**src/rtl/rtc_pps_alarm_if.sv**
```systemverilog
// rtl/rtc_pps_alarm_if.sv - RTC time, PPS and alarm signal bundle
// Purpose: carries RTC time inputs, PPS control/output and alarm control/status.
// master: drives time, PPS control and alarm strobes; observes pps_out and alarm status.
// slave : the rtc_pps_alarm block.
interface rtc_pps_alarm_if;
    logic [37:0] time_reg_ns;
    logic [47:0] time_reg_sec;
    logic        pps_en;
    logic [31:0] pps_width_in;
    logic        pps_out;
    logic        alarm_ld;
    logic [47:0] alarm_sec_in;
    logic [29:0] alarm_ns_in;
    logic        alarm_clr;
    logic        alarm_armed;
    logic        alarm_irq;
    logic        alarm_late;
    logic        alarm_err;

    modport master (
        output time_reg_ns, time_reg_sec, pps_en, pps_width_in,
        output alarm_ld, alarm_sec_in, alarm_ns_in, alarm_clr,
        input  pps_out, alarm_armed, alarm_irq, alarm_late, alarm_err
    );

    modport slave (
        input  time_reg_ns, time_reg_sec, pps_en, pps_width_in,
        input  alarm_ld, alarm_sec_in, alarm_ns_in, alarm_clr,
        output pps_out, alarm_armed, alarm_irq, alarm_late, alarm_err
    );
endinterface

```
**src/rtl/rtc_pps_alarm.sv**
```systemverilog
// rtl/rtc_pps_alarm.sv - 1PPS generator and one-shot time alarm driven by RTC time
// Purpose: pulses pps_out for a programmable number of cycles on every +1 second step
//   of the RTC, and raises a one-shot alarm when RTC time reaches a {sec,ns} target.
// Ports: clk, rst (async, active-high); bus (slave) carries time_reg_ns/time_reg_sec,
//   pps_en/pps_width_in/pps_out, alarm_ld/alarm_sec_in/alarm_ns_in/alarm_clr and
//   alarm_armed/alarm_irq/alarm_late/alarm_err.
module rtc_pps_alarm #(
    parameter logic [29:0] NS_PER_SEC = 30'd1000000000,
    parameter logic [31:0] PPS_W_DEF  = 32'd8
) (
    input  logic          clk,
    input  logic          rst,
    rtc_pps_alarm_if.slave bus
);
    localparam logic [1:0] ST_IDLE  = 2'd0;
    localparam logic [1:0] ST_ARMED = 2'd1;
    localparam logic [1:0] ST_FIRED = 2'd2;

    logic [47:0] sec_prev_q, sec_prev_d;
    logic        sec_prev_vld_q, sec_prev_vld_d;
    logic [31:0] pps_cnt_q, pps_cnt_d;
    logic [1:0]  state_q, state_d;
    logic [47:0] tgt_sec_q, tgt_sec_d;
    logic [29:0] tgt_ns_q, tgt_ns_d;
    logic        irq_q, irq_d;
    logic        late_q, late_d;
    logic        err_q, err_d;
    logic        first_chk_q, first_chk_d;

    logic        rollover;
    logic        reached;
    logic        ld_ok;
    logic [31:0] pps_w;
    logic        unused_frac;

    // Sub-ns fraction never participates in any decision.
    assign unused_frac = ^bus.time_reg_ns[7:0];

    // PPS: only an exact +1 second step counts; jumps and backward steps are ignored.
    always_comb begin
        rollover       = sec_prev_vld_q && (bus.time_reg_sec == sec_prev_q + 48'd1);
        pps_w          = (bus.pps_width_in == 32'd0) ? PPS_W_DEF : bus.pps_width_in;
        sec_prev_d     = bus.time_reg_sec;
        sec_prev_vld_d = 1'b1;
        pps_cnt_d      = pps_cnt_q;
        if (rollover && bus.pps_en) begin
            pps_cnt_d = pps_w;
        end else if (pps_cnt_q != 32'd0) begin
            pps_cnt_d = pps_cnt_q - 32'd1;
        end
    end

    // Alarm FSM. Priority: clear, then valid load, then the normal compare.
    // A rejected load only raises err; the FSM keeps running as if no load came.
    always_comb begin
        reached     = {bus.time_reg_sec, bus.time_reg_ns[37:8]} >= {tgt_sec_q, tgt_ns_q};
        ld_ok       = bus.alarm_ns_in < NS_PER_SEC;
        state_d     = state_q;
        tgt_sec_d   = tgt_sec_q;
        tgt_ns_d    = tgt_ns_q;
        irq_d       = irq_q;
        late_d      = late_q;
        err_d       = 1'b0;
        first_chk_d = first_chk_q;
        if (bus.alarm_clr) begin
            state_d     = ST_IDLE;
            irq_d       = 1'b0;
            late_d      = 1'b0;
            first_chk_d = 1'b0;
        end else if (bus.alarm_ld && ld_ok) begin
            state_d     = ST_ARMED;
            tgt_sec_d   = bus.alarm_sec_in;
            tgt_ns_d    = bus.alarm_ns_in;
            irq_d       = 1'b0;
            late_d      = 1'b0;
            first_chk_d = 1'b1;
        end else begin
            err_d = bus.alarm_ld;
            case (state_q)
                ST_ARMED: begin
                    if (reached) begin
                        state_d = ST_FIRED;
                        irq_d   = 1'b1;
                        late_d  = first_chk_q;
                    end
                    first_chk_d = 1'b0;
                end
                ST_IDLE, ST_FIRED: ;
                default: state_d = ST_IDLE;
            endcase
        end
    end

    always_ff @(posedge clk or posedge rst) begin
        if (rst) begin
            sec_prev_q     <= 48'd0;
            sec_prev_vld_q <= 1'b0;
            pps_cnt_q      <= 32'd0;
            state_q        <= ST_IDLE;
            tgt_sec_q      <= 48'd0;
            tgt_ns_q       <= 30'd0;
            irq_q          <= 1'b0;
            late_q         <= 1'b0;
            err_q          <= 1'b0;
            first_chk_q    <= 1'b0;
        end else begin
            sec_prev_q     <= sec_prev_d;
            sec_prev_vld_q <= sec_prev_vld_d;
            pps_cnt_q      <= pps_cnt_d;
            state_q        <= state_d;
            tgt_sec_q      <= tgt_sec_d;
            tgt_ns_q       <= tgt_ns_d;
            irq_q          <= irq_d;
            late_q         <= late_d;
            err_q          <= err_d;
            first_chk_q    <= first_chk_d;
        end
    end

    assign bus.pps_out     = (pps_cnt_q != 32'd0);
    assign bus.alarm_armed = (state_q == ST_ARMED);
    assign bus.alarm_irq   = irq_q;
    assign bus.alarm_late  = late_q;
    assign bus.alarm_err   = err_q;
endmodule
```
**src/flat_wrapper.sv**
```systemverilog
// flat-port wrapper written by rule: the top's interface ports become plain ports
module rtc_pps_alarm_flat 
#(
    parameter logic [29:0] NS_PER_SEC = 30'd1000000000,
    parameter logic [31:0] PPS_W_DEF  = 32'd8
)
  (clk, rst, bus_time_reg_ns, bus_time_reg_sec, bus_pps_en, bus_pps_width_in, bus_alarm_ld, bus_alarm_sec_in, bus_alarm_ns_in, bus_alarm_clr, bus_pps_out, bus_alarm_armed, bus_alarm_irq, bus_alarm_late, bus_alarm_err);
  rtc_pps_alarm_if bus_i ();
  input  logic clk;
  input  logic rst;
  input wire logic [$bits(bus_i.time_reg_ns)-1:0] bus_time_reg_ns;
  input wire logic [$bits(bus_i.time_reg_sec)-1:0] bus_time_reg_sec;
  input wire logic [$bits(bus_i.pps_en)-1:0] bus_pps_en;
  input wire logic [$bits(bus_i.pps_width_in)-1:0] bus_pps_width_in;
  input wire logic [$bits(bus_i.alarm_ld)-1:0] bus_alarm_ld;
  input wire logic [$bits(bus_i.alarm_sec_in)-1:0] bus_alarm_sec_in;
  input wire logic [$bits(bus_i.alarm_ns_in)-1:0] bus_alarm_ns_in;
  input wire logic [$bits(bus_i.alarm_clr)-1:0] bus_alarm_clr;
  output wire logic [$bits(bus_i.pps_out)-1:0] bus_pps_out;
  output wire logic [$bits(bus_i.alarm_armed)-1:0] bus_alarm_armed;
  output wire logic [$bits(bus_i.alarm_irq)-1:0] bus_alarm_irq;
  output wire logic [$bits(bus_i.alarm_late)-1:0] bus_alarm_late;
  output wire logic [$bits(bus_i.alarm_err)-1:0] bus_alarm_err;
  assign bus_i.time_reg_ns = bus_time_reg_ns;
  assign bus_i.time_reg_sec = bus_time_reg_sec;
  assign bus_i.pps_en = bus_pps_en;
  assign bus_i.pps_width_in = bus_pps_width_in;
  assign bus_i.alarm_ld = bus_alarm_ld;
  assign bus_i.alarm_sec_in = bus_alarm_sec_in;
  assign bus_i.alarm_ns_in = bus_alarm_ns_in;
  assign bus_i.alarm_clr = bus_alarm_clr;
  assign bus_pps_out = bus_i.pps_out;
  assign bus_alarm_armed = bus_i.alarm_armed;
  assign bus_alarm_irq = bus_i.alarm_irq;
  assign bus_alarm_late = bus_i.alarm_late;
  assign bus_alarm_err = bus_i.alarm_err;
  rtc_pps_alarm #(.NS_PER_SEC(NS_PER_SEC), .PPS_W_DEF(PPS_W_DEF)) u_core (.clk(clk), .rst(rst), .bus(bus_i));
endmodule
```
**config.mk**
```make
export PLATFORM = sky130hd
export DESIGN_NAME = rtc_pps_alarm_flat
export DESIGN_NICKNAME = d
export VERILOG_FILES = /design/src/rtl/rtc_pps_alarm_if.sv /design/src/rtl/rtc_pps_alarm.sv /design/src/flat_wrapper.sv
export SDC_FILE = /design/constraint.sdc
export NUM_CORES = 1
export LEC_CHECK = 0
export BUFFER_PORTS_ARGS = -buffer_cell sky130_fd_sc_hd__clkbuf_2
export CORE_MARGIN = 2
export CORE_UTILIZATION = 60
export DETAILED_ROUTE_END_ITERATION = 8
export PLACE_DENSITY = 0.86
export RECOVER_POWER = 50
export SYNTH_ARGS = -nofsm -noshare
export SYNTH_HDL_FRONTEND = slang
export SYNTH_SLANG_ARGS = --single-unit
```
**constraint.sdc**
```tcl
create_clock -name clk -period 15.26 [get_ports clk]
set_input_delay 1.526 -clock clk [delete_from_list [all_inputs] [get_ports clk]]
set_output_delay 1.526 -clock clk [all_outputs]
set_load 0.1 [all_outputs]
```
Word-level counts from Yosys, hierarchy flattened
Cells that the tools add are included.
{"block": "totals", "register_bits": 165, "out_inout_bits": 5}
{"block": "classes", "n_reduce_logical": 13, "eq_ne": 5, "n_mux": 20, "bitwise_logic": 1, "n_addsub": 2, "n_lt_le_gt_ge": 2}
{"op": "two-way mux 32 bit", "count": 3}
{"op": "greater-or-equal comparator 78 bit", "count": 1}
{"op": "adder 48 x 1 -> 48 bit, second input constant", "count": 1}
{"op": "== test 48 bit", "count": 1}
{"op": "logical NOT 32 bit", "count": 1}
{"op": "nonzero test 32 bit", "count": 1}
{"op": "subtractor 32 x 1 -> 32 bit, second input constant", "count": 1}
{"op": "< comparator 30 bit, second input constant", "count": 1}
{"op": "two-way mux 1 bit", "count": 13}
{"op": "two-way mux 2 bit", "count": 3}
{"op": "AND reduction 2 bit", "count": 3}
{"op": "nonzero test 3 bit", "count": 2}
{"op": "inequality test 4 x 2 -> 1 bit, second input constant", "count": 1}
{"op": "one-hot mux 2 bit (2 select lines)", "count": 1}
{"op": "logical AND 1 bit", "count": 3}
{"op": "inequality test 3 x 2 -> 1 bit, second input constant", "count": 1}
{"op": "== test 2 x 1 -> 1 bit, second input constant", "count": 1}
{"op": "== test 2 bit, second input constant", "count": 1}
{"op": "logical NOT 2 bit", "count": 1}
{"op": "nonzero test 2 bit", "count": 1}
{"op": "OR reduction 2 bit", "count": 1}
{"op": "inverter 1 bit", "count": 1}

Logic depth before layout (Yosys ltp)
{"block": "depth", "depth_word": 5, "ltp_mapped": 11, "depth_no_buf": 10}

Worst setup path before layout
OpenSTA, ideal clock, no wires.
{"block": "synth_path", "kind": "register to output", "from": "register u_core.pps_cnt_q[6]", "to": "output port bus_pps_out", "path_buffers": 1, "path_stages_with_launch": 7, "required_ps": 13734, "setup_slack_ps": 10764, "arrival_ps": 2970, "path_cell_list": "dfrtp_1 > or4_1 > or4_1 > nor3_2 > nand2_1 > or4_1 > clkbuf_1"}
{"block": "synth_between", "elab_chain_cells": 1}
{"element": "start: declaration", "line": "rtc_pps_alarm.sv:21", "text": "logic [31:0] pps_cnt_q, pps_cnt_d;"}
{"element": "start signal: assignment", "line": "rtc_pps_alarm.sv:109", "text": "pps_cnt_q <= pps_cnt_d;"}
{"element": "nonzero test 32 bit", "line": "rtc_pps_alarm.sv:120", "text": "assign bus.pps_out = (pps_cnt_q != 32'd0);"}
{"element": "end: declaration", "line": "flat_wrapper.sv:19", "text": "output wire logic [$bits(bus_i.pps_out)-1:0] bus_pps_out;"}
No other way between the ends.

==> out/results.txt <==
vias per cell = 5.71
Top FF cell, synth = dfrtp_1
CP Launch Point = rst
CTS tree = built
cell family with most CP delay = buffers and inverters
post-CTS setup buffers = 0
Cell Chain, Critical Path = clkbuf_2 -> clkinvlp_2 -> clkbuf_1
Crit Path Max Fanout = 101
via count = 7998
fmax = 144 MHz
Final Hold Fails = 0
PortBufs = 197
startpoint types = input pin
Netlist cell types = 78
synthesis warning total = 0
post-synth top area share = 40.5%
P_leak = 5.55 nW
Clock transition at path regs = 0.07 ns
die footprint = 18000 um^2
crit path time final = 6.93 ns
worst r2r src = u_core.sec_prev_q[0]
clk_skew = 0.0182 ns
# nets final = 1447
Pwr Density = 96.1 nW/um^2
Final ANT Viol Nets = 0
Tot GR Track Use = 27.1%
Die Wd = 134 um
initial DRC count = 427
Crit-path slowest cell = clkbuf_1
total CTS buffers = 17
Hold-fix buffers, CTS = 0
WS Path Type = input pin to asynchronous set/reset pin
Post-Route Utilization = 71.5%
DP Wirelength = 18200 um
Post-Route WL = 23800 um
Cells after Synth = 967
first-pass GRT wire length = 39000 um
hold path start = u_core.state_q[1]
Synth Area per Inst = 10.5 um^2
Post-synth top cells = dfrtp_1, inv_1, ha_1
grt ovf = 0
RSZ-0062 raised after global routing = no
Worst-Skew Late Latency = 0.43 ns
setup violators final = 0
max cap viols = 2
P&R area growth vs syn = 16.3%
status = finished with violations
Slew Limit Fails = 168
CP required = 15.01 ns
share of cells above drive strength 1 = 26.0%
vias in the first global route = 8124
failing checks = max-capacitance violations, max-slew violations
Core Area = 16600 um^2
Post-Route Setup TNS = 0 ns
number of synthesized flops with an enable pin = 0
CTS sink cnt = 165
Mapped Area = 10200 um^2
leading area contributor after synthesis = dfrtp_1
die height = 134 um
WL/cell = 17.0 um
Fillers = 1242
top-count cell post-synth = dfrtp_1
largest net degree at the start of global routing = 102
min-delay worst type = flop to flop
post-synthesis async set-or-reset flop share = 100%
root buf cell = clkbuf_16
syn nets = 1248
post-cts sizing count = 0
H-tree Lvls = 4
RePlAce Congestion = 0.892
switch share = 29.1%
Worst VDD drop = 0.0896 mV
io pins = 206
Power Internal = 808 uW
clock share of power = 35.3%
Logic pwr share = 20.5%
Buffers & Inverters on Critical Path = 3
Tightest Pin Transition = 4.40 ns
Synth area leaders = dfrtp_1, ha_1, mux2_2, xnor2_1, mux2_4
initial antenna violation count = 1
number of core rows = 47
post-synthesis sequential area ratio = 40.5%
initial core utilization = 61.5%
CP max stage delay = 2.59 ns
#FFs+latches synth = 165
drc violations = 0
final period utilization = 45.4%
headroom to the max-slew limit = -195%
Psw = 332 uW
fraction of power consumed by sequential logic = 44.2%
Worst Setup End Kind = asynchronous set/reset pin
Max Buffers Root-to-Sink = 2
Critical Path AT = 6.68 ns
First-pass DRT Iterations = 5
==> per-stage QoR <==
stage	hold WS (ns)	instances	setup WS, ns	cell area (um^2)	total power [mW]
finish	0.489	1400	8.33	11900	1.14
global route	0.510	1399	7.17	11900	1.20
CTS	0.490	1399	10.03	11900	1.15
detailed placement	0.481	1367	10.50	11400	0.746
global placement	0.469	1367	10.52	11400	0.732
floorplan	0.455	967	9.27	10200	0.665
==> path summary, 6_finish.rpt <==
path	endpoint	slack, ns	cells past startpoint
min in group asynchronous	u_core.tgt_sec_q[41]	2.42	2
worst min-delay path	u_core.state_q[0]	0.49	1
worst max-delay path	u_core.pps_cnt_q[29]	8.33	3
worst max register to register	u_core.pps_cnt_q[30]	11.29	10
worst min register to register	u_core.state_q[0]	0.49	1
max in group clk	bus_pps_out	10.01	6
==> layout make-up <==
type                    count  area (um^2)  area share (%)
diodes                      1         2.50          0.0211
well taps                 220          275            2.32
multi-input cells         685         5600            47.2
clock buffers              21          450            3.80
clock inverters            11         92.6           0.781
repair buffers            201          948            8.00
inverters                  96          362            3.05
flip-flops and latches    165         4130            34.8
==> flip-flops by register name (all words and copies together), names as in the netlist, 2 cells and up <==
register,flops
u_core.tgt_sec_q,48
u_core.sec_prev_q,48
u_core.tgt_ns_q,30
u_core.state_q,2
u_core.pps_cnt_q,32
==> cells in the final DEF (no fill, tap or decap), types with 5 or more instances in the layout <==
| master | synthesis | routed |
|---|---|---|
| o21a_1 | 7 | 7 |
| a21o_1 | 15 | 15 |
| mux2_4 | 27 | 27 |
| nand3_1 | 23 | 23 |
| nand4_1 | 29 | 29 |
| xnor2_1 | 65 | 65 |
| a31oi_1 | 7 | 7 |
| and3_1 | 5 | 5 |
| mux2i_1 | 11 | 11 |
| a21oi_1 | 29 | 29 |
| or4_1 | 8 | 8 |
| clkbuf_2 | 0 | 146 |
| mux2_2 | 78 | 78 |
| o211ai_1 | 5 | 5 |
| o21ai_0 | 19 | 19 |
| clkbuf_16 | 0 | 17 |
| nand2_1 | 40 | 40 |
| a211oi_1 | 9 | 9 |
| nor4b_1 | 5 | 5 |
| clkbuf_1 | 15 | 55 |
| or3_1 | 10 | 10 |
| xor2_1 | 29 | 29 |
| dfrtp_1 | 165 | 165 |
| nor2_1 | 64 | 64 |
| nor3_1 | 20 | 20 |
| inv_1 | 96 | 95 |
| nor4_1 | 23 | 23 |
| ha_1 | 80 | 80 |
==> per-layer routing <==
| metal | global-route usage (%) | wire length (um) |
|---|---|---|
| met4 | 7.37 | 382 |
| met1 | 34.2 | 10000 |
| met3 | 7.11 | 1510 |
| met2 | 46.3 | 11900 |
| met5 | 0 | 0 |
==> worst reg2reg max path: stages (launching register included) <==
cell      delay [ns]
dfrtp_1         0.40
ha_1            0.26
nand4_1         0.27
nor2_1          0.76
nand4_1         0.33
a211oi_1        0.34
o22ai_1         0.15
nor4b_1         0.47
nand4_2         0.14
buf_4           0.32
mux2_1          0.41
==> cell families after synthesis <==
group           synth area share (%)
compound gates                  8.55
other cells                   0.0368
mux                             13.8
flops                           40.5
xor+xnor                        8.08
simple gates                    14.6
buf+inv                         4.60
fa+ha+maj                       9.82
==> power by group through the flow <==
stage / combinational [mW] / clock, mW / sequential [mW]
detailed placement: 0.234 / 0 / 0.511
CTS: 0.237 / 0.407 / 0.503
global route: 0.264 / 0.428 / 0.509
global placement: 0.223 / 0 / 0.509
finish: 0.233 / 0.403 / 0.504
floorplan: 0.159 / 0 / 0.506
(Power assumes the default switching activity.)
